<file path="src/rtl/clkdiv_phase_ctrl.sv">
// clkdiv_phase_ctrl
// -----------------------------------------------------------------------------
// Bring-up sequencer for the 100 MHz -> 28 MHz (/3.5) clock-divider primitive.
// Runs on the 100 MHz source clock. The divider is held in reset until the PLL
// lock has been stable for LOCK_STABLE_CYCLES cycles. It is then released and
// allowed to settle. After that, CALIB is stepped one pulse at a time until the
// external phase comparator reports alignment. div_ready is raised only once
// alignment is reached. If MAX_CALIB pulses are not enough, the block parks in
// a fault state.
//
// Ports
//   clk           in   100 MHz source clock (same net as divider HCLKIN)
//   rst           in   synchronous active-high reset
//   pll_lock      in   PLL lock, already synchronised to clk
//   relock_req    in   single-cycle request to restart the whole sequence
//   phase_valid   in   comparator strobe; phase_ok is meaningful when high
//   phase_ok      in   1 = divider output aligned to the bus reference
//   clkdiv_resetn out  divider RESETN (registered)
//   clkdiv_calib  out  divider CALIB (registered, single-cycle pulses)
//   div_ready     out  28 MHz domain usable
//   calib_count   out  CALIB pulses issued in the current attempt
//   fault         out  alignment not reached within MAX_CALIB pulses
// -----------------------------------------------------------------------------
module clkdiv_phase_ctrl #(
  parameter int LOCK_STABLE_CYCLES = 1024,  // >= 2
  parameter int SETTLE_CYCLES      = 16,    // >= 1
  parameter int CALIB_GAP          = 8,     // >= 1
  parameter int MAX_CALIB          = 7      // 1..15
) (
  input  logic       clk,
  input  logic       rst,
  input  logic       pll_lock,
  input  logic       relock_req,
  input  logic       phase_valid,
  input  logic       phase_ok,
  output logic       clkdiv_resetn,
  output logic       clkdiv_calib,
  output logic       div_ready,
  output logic [3:0] calib_count,
  output logic       fault
);

  // The lock counter only has to reach LOCK_STABLE_CYCLES-1.
  localparam int LW   = $clog2(LOCK_STABLE_CYCLES);
  // One timer is shared by SETTLE and CALIB. It must hold up to CALIB_GAP.
  localparam int TMAX = (SETTLE_CYCLES > CALIB_GAP) ? SETTLE_CYCLES : CALIB_GAP;
  localparam int TW   = $clog2(TMAX + 1);

  typedef enum logic [2:0] {
    S_WAIT_LOCK,
    S_SETTLE,
    S_CHECK,
    S_CALIB,
    S_READY,
    S_FAULT
  } state_t;

  state_t        state;
  logic [LW-1:0] lock_cnt;
  logic [TW-1:0] timer;

  // The outputs are registered alongside the state. Each transition writes the
  // output values of the state it enters, so the pins change on the same edge
  // as the state.
  // NOTE: every register here uses non-blocking assignments. Blocking
  // assignments would let later statements see the new values within the
  // same edge and create simulation/synthesis mismatches.
  always_ff @(posedge clk) begin
    if (rst) begin
      state         <= S_WAIT_LOCK;
      lock_cnt      <= '0;
      timer         <= '0;
      calib_count   <= '0;
      clkdiv_resetn <= 1'b0;
      clkdiv_calib  <= 1'b0;
      div_ready     <= 1'b0;
      fault         <= 1'b0;
    end else if (relock_req || (state != S_WAIT_LOCK && !pll_lock)) begin
      // Lock loss or relock restarts from scratch. This takes priority over
      // any comparator strobe on the same edge, and also cuts a CALIB pulse
      // short.
      state         <= S_WAIT_LOCK;
      lock_cnt      <= '0;
      timer         <= '0;
      calib_count   <= '0;
      clkdiv_resetn <= 1'b0;
      clkdiv_calib  <= 1'b0;
      div_ready     <= 1'b0;
      fault         <= 1'b0;
    end else begin
      // CALIB is high only in the cycle right after entering S_CALIB.
      clkdiv_calib <= 1'b0;

      case (state)
        S_WAIT_LOCK: begin
          if (!pll_lock) begin
            lock_cnt <= '0;
          end else if (lock_cnt == LW'(LOCK_STABLE_CYCLES - 1)) begin
            state         <= S_SETTLE;
            lock_cnt      <= '0;
            timer         <= '0;
            clkdiv_resetn <= 1'b1;
          end else begin
            lock_cnt <= lock_cnt + LW'(1);
          end
        end

        S_SETTLE: begin
          if (timer == TW'(SETTLE_CYCLES - 1)) begin
            state <= S_CHECK;
            timer <= '0;
          end else begin
            timer <= timer + TW'(1);
          end
        end

        S_CHECK: begin
          if (phase_valid) begin
            if (phase_ok) begin
              state     <= S_READY;
              div_ready <= 1'b1;
            end else if (calib_count < 4'(MAX_CALIB)) begin
              state        <= S_CALIB;
              clkdiv_calib <= 1'b1;
              calib_count  <= calib_count + 4'd1;
              timer        <= '0;
            end else begin
              state <= S_FAULT;
              fault <= 1'b1;
            end
          end
        end

        S_CALIB: begin
          // The pulse cycle plus CALIB_GAP blind cycles. phase_valid is
          // ignored for the whole time.
          if (timer == TW'(CALIB_GAP)) begin
            state <= S_CHECK;
            timer <= '0;
          end else begin
            timer <= timer + TW'(1);
          end
        end

        S_READY, S_FAULT: begin
          // Hold until lock loss, relock request or reset.
        end

        default: begin
          state         <= S_WAIT_LOCK;
          lock_cnt      <= '0;
          timer         <= '0;
          calib_count   <= '0;
          clkdiv_resetn <= 1'b0;
          div_ready     <= 1'b0;
          fault         <= 1'b0;
        end
      endcase
    end
  end

endmodule

</file>
<file path="config.mk">
export PLATFORM = sky130hd
export DESIGN_NAME = clkdiv_phase_ctrl
export DESIGN_NICKNAME = d
export VERILOG_FILES = /design/src/rtl/clkdiv_phase_ctrl.sv
export SDC_FILE = /design/constraint.sdc
export NUM_CORES = 1
export LEC_CHECK = 0
export ABC_AREA = 1
export CAP_MARGIN = 20
export CELL_PAD_IN_SITES_DETAIL_PLACEMENT = 0
export CELL_PAD_IN_SITES_GLOBAL_PLACEMENT = 1
export CORE_UTILIZATION = 40
export CTS_CLUSTER_DIAMETER = 30
export DETAILED_ROUTE_END_ITERATION = 10
export HOLD_SLACK_MARGIN = 0.15
export PLACE_DENSITY_LB_ADDON = 0.1
export SLEW_MARGIN = 20
export SYNTH_ARGS = -nofsm -noshare
export SYNTH_HDL_FRONTEND = slang
export SYNTH_SLANG_ARGS = --single-unit
</file>
<file path="constraint.sdc">
create_clock -name clk -period 3.1 [get_ports clk]
set_clock_uncertainty 0.1 [all_clocks]
set_input_delay 0.465 -clock clk [delete_from_list [all_inputs] [get_ports clk]]
set_output_delay 0.465 -clock clk [all_outputs]
set_load 0.05 [all_outputs]
</file>
After elaboration in Yosys (flattened, before gate mapping)
Cells that the tools add are included.
{ "word_totals": {"word_cells": 84, "register_bits": 26, "output_inout_bits": 8} }
{ "classes": {"magnitude_cmp": 1, "n_bitwise": 5, "n_eq_ne": 17, "n_reduce_logical": 16, "n_mux": 34, "addsub": 3} }
{ "op_table": {"columns": ["operator", "count"], "rows": [
  ["5-bit 2-to-1 mux", 7],
  ["5-bit one-hot mux with 5 select lines", 1],
  ["3-bit 2-to-1 mux", 7],
  ["10-bit 2-to-1 mux", 2],
  ["10-bit one-hot mux with 2 select lines", 1],
  ["2-bit inequality test, second input constant", 9],
  ["3-bit one-hot mux with 5 select lines", 1],
  ["5-bit OR reduction", 3],
  ["4-bit 2-to-1 mux", 3],
  ["6-bit AND reduction", 2],
  ["10-bit by 1-bit adder with 10-bit output, second input constant", 1],
  ["10-bit equality test, second input constant", 1],
  ["5-bit by 4-bit equality test with 1-bit output, second input constant", 2],
  ["1-bit 2-to-1 mux", 8],
  ["4-bit one-hot mux with 2 select lines", 1],
  ["4-bit AND reduction", 2],
  ["3-bit by 2-bit equality test with 1-bit output, second input constant", 2],
  ["3-bit equality test, second input constant", 2],
  ["1-bit one-hot mux with 2 select lines", 3],
  ["3-bit AND reduction", 2],
  ["5-bit by 1-bit adder with 5-bit output, second input constant", 1],
  ["1-bit inverter", 5],
  ["4-bit by 1-bit adder with 4-bit output, second input constant", 1],
  ["4-bit by 3-bit < comparator with 1-bit output, second input constant", 1],
  ["7 further kinds", 8]
]} }

Logic depth before layout (Yosys ltp)
{ "depth": {"word_depth": 5, "ltp_mapped": 11} }

Worst setup path after synthesis
No wires, ideal clock.
{ "synth_timing": {"path_type": "register to register", "start": "register calib_count[0]", "end": "register timer[2]", "path_buffers": 0, "required_ns": 2.930, "path_stages_with_launch": 10, "arrival_ns": 1.540, "setup_ns": 0.070, "path_slack_ns": 1.390, "cell_sequence": "dfxtp_1 > ha_1 > nand2_1 > nand3_1 > nand2_1 > inv_1 > nor2_1 > nand3_1 > nand2_1 > a21oi_1"} }
{ "synth_between": {"elab_chain_len": 3} }
{ "synth_rtl": {"columns": ["item", "line_no", "text"], "rows": [
  ["start: declaration", "39", "output logic [3:0] calib_count,"],
  ["start signal: assignment", "125", "calib_count <= calib_count + 4'd1;"],
  ["4-bit by 3-bit < comparator with 1-bit output", "122", "end else if (calib_count < 4'(MAX_CALIB)) begin"],
  ["2-bit inequality test (no line)", null, null],
  ["6-bit AND reduction (no line)", null, null],
  ["end signal: assignment", "113", "timer <= timer + TW'(1);"],
  ["end signal: assignment", "141", "timer <= timer + TW'(1);"],
  ["end: declaration", "60", "logic [TW-1:0] timer;"]
]} }
No other way between the ends.
A chain may end at the register's enable or synchronous reset.

Worst setup path after layout
{ "layout_timing": {"start": "register calib_count[0]", "end": "output port calib_count[0]"} }
No word-level cell between the ends.

==> results.ini <==
[cells_and_area]
fin_nets = 237
final_cell_area_um2 = 1650
nFillCells = 361
area_growth_pct = 16.1
drive_gt1_share_pct = 7.59
n_antenna_cell = 0

[logic_synthesis]
synth_simple_gate_area_share_pct = 35.5
synthCells = 208
yosysSeqAreaShare_pct = 36.6
yosys_warnings = 0
synth.area.top_cells = dfxtp_1 37%, nand2_1 13%, a21oi_1 7.4%
synth_compound_area_share_pct = 12.7
synth_top_area_share_pct = 36.6
synth-xor-area-share_pct = 1.85
synthDistinctLibCells = 23
ys_ff_latch = 26
synth_area_leader_cell = dfxtp_1
synthAdderAreaFrac_pct = 5.27
synth_top_family_by_area = simple AND/OR/NAND/NOR gates
synth_mux_area_share_pct = 0
syn_area_um2 = 1420
syn_nets = 220
syn_area_per_cell_um2 = 6.85

[min_path]
min_path_cells = 2
whs_endpoint = div_ready$_SDFFE_PP0P_
hp-class = reg -> reg
min-delay-start = div_ready$_SDFFE_PP0P_

[clock_network]
ctsResizeCount = 0
cts_hold_buf = 0
path_clk_slew_ps = 140
cts_buffers = 3
root_buffer = clkbuf_4
post_cts_buffers = 0
cts_htree_levels = 1
cts_buffer_depth = 2
cts_sinks = 26
clkLatencyLatePin_ps = 320
cts_tree = done

[timing]
rsz0062_at_grt = false
post-route-min-period_ps = 2160
worst_slack_ps = 943
fmax_mhz = 464
period_share_pct = 69.6
setup_violations = 0
finalHoldViolations = 0
worst_slew_margin_rel_pct = 67.0
setup-tns-final_ps = 0
worst_pin_slew_ps = 493
final-max-slew-violation-count = 0

[placement]
dpl_cell_area_um2 = 1600
preCtsSetupSlack_ps = 1160
globalplace.congestion = 0.809
dpl.hpwl_um = 2280
portBuffers = 13

[route]
num_vias = 1310
routed_wl_um = 2880
drc = 0
drtIter0Drc = 81
ant_nets = 0
drt-vias-per-instance = 4.85
first_pass_iters = 4
wl_per_cell_um = 10.7

[floorplanning]
die-area_um2 = 3800
design.core.area_um2 = 3360
core.rowCount = 21
ios = 14
start_util_pct = 42.3
die_h_um = 61.7
die_w_um = 61.7

[global_routing]
grt_pass1_wl_um = 4840
grt_max_degree = 16
antenna_found_initial = 0
grt_usage_pct = 17.2
grt-ovfl-total = 0
grt_pass1_vias = 1158

[critical_path]
cp.arrival_ps = 1590
critPathTopFamily = buffers and inverters
r2r_start = timer[1]$_SDFFE_PP0P_
crit_slowest_cell = clkdlybuf4s50_1
setup.worst_path.end_class = output pin
cp_slowest_stage_delay_ps = 830
required_ps = 2530
critPathLaunchType = flip-flop
critPathMaxFanout = 5
timing.rr.end = state[2]$_SDFFE_PP0P_
r2r_cells = 10
path_buf_inv = 1
path_cells = clkdlybuf4s50_1
rrSetupSlack_ps = 1310
crit_type = reg -> out

[power]
leakage_nw = 0.638
p_per_area_nw_per_um2 = 358
power_frac_seq_pct = 56.8
p_int_w = 0.000476
switching_share_pct = 19.5
peakVddDrop_v = 0.000182
p_sw_w = 0.000115
p_comb_share_pct = 3.9
power_frac_clock_pct = 39.4

[job]
cap_violations = 0

[status]
outcome = finished, final reports clean

[power by group through the flow]
stage,logic (W),registers [W],clock network [W]
after global routing,0.0000260,0.000336,0.000254
after CTS,0.0000232,0.000336,0.000243
after floorplan,0.0000144,0.000343,0
final,0.0000230,0.000336,0.000233
after global placement,0.0000229,0.000343,0
after detailed placement,0.0000231,0.000343,0
[flip-flops by register name, indices dropped and copies added (netlist names)]
signal         count
timer              5
calib_count        4
clkdiv_calib       1
fault              1
div_ready          1
clkdiv_resetn      1
state              3
lock_cnt          10
[metrics by stage]
stage | util (%) | total power (W) | hold slack [ps] | std cells
5_1_grt | 49.1 | 0.000616 | 392 | 270
3_5_place_dp | 47.6 | 0.000366 | 349 | 266
2_1_floorplan | - | 0.000357 | 365 | 208
3_3_place_gp | 47.6 | 0.000366 | 337 | 266
6_report | 49.1 | 0.000591 | 365 | 270
4_1_cts | 49.1 | 0.000602 | 369 | 270
[cells in the mapped netlist (all sizes together)]
| cell type | count |
|---|---|
| nand2 | 55 |
| nor2 | 31 |
| inv | 28 |
| dfxtp | 26 |
| a21oi | 21 |
| nand3 | 14 |
| o21ai | 7 |
| ha | 6 |
| nor3 | 6 |
| nand4 | 5 |
| xor2 | 3 |
| a21boi | 1 |
| buf | 1 |
| nand3b | 1 |
| o211a | 1 |
| o211ai | 1 |
| or2 | 1 |
[metal layers]
| metal | vias up | track usage [%] | share of wire [%] |
|---|---|---|---|
| li1 | 698 | - | - |
| met1 | 595 | 21.8 | 50 |
| met2 | 13 | 29.8 | 47 |
| met3 | 4 | 1.89 | 2.0 |
| met4 | 0 | 6.67 | 1.1 |
| met5 | - | 0 | 0 |
[cells by family after synthesis]
family / count (synthesis)
simple gates: 113
compound gates: 31
buf+inv: 29
flops: 26
fa+ha+maj: 6
xor+xnor: 3
[worst max path at each step]
stage                                      from                  endpoint  slack [ps]  cells past startpoint
floorplan           calib_count[0]$_SDFFE_PP0P_     timer[2]$_SDFFE_PP0P_        1390                      9
global placement                       pll_lock  lock_cnt[6]$_SDFFE_PP0N_        1190                      5
detailed placement                     pll_lock  lock_cnt[6]$_SDFFE_PP0N_        1160                      5
CTS                 calib_count[0]$_SDFFE_PP0P_            calib_count[0]         940                      1
global route        calib_count[0]$_SDFFE_PP0P_            calib_count[0]         890                      1
finish              calib_count[0]$_SDFFE_PP0P_            calib_count[0]         940                      1
[cells in the final DEF (no fill, tap or decap), types with 4 or more instances in the layout]
cell type        count
nor2_1              28
clkdlybuf4s50_1     13
nand2_2              4
nand2_1             49
a21oi_1             21
nand4_1              5
nand3_1             14
dfxtp_1             26
nor3_1               5
inv_1               27
ha_1                 6
o21ai_0              6
[cell type report]
cell class / count / area (µm²) / area share [%]
clock buffers: 3 / 22.5 / 1.36
clock inverters: 1 / 30.0 / 1.82
inverters: 28 / 105 / 6.36
multi-input cells: 153 / 787 / 47.6
flip-flops and latches: 26 / 520 / 31.5
well taps: 46 / 57.6 / 3.48
repair buffers: 13 / 130 / 7.87
(Power assumes the default switching activity.)
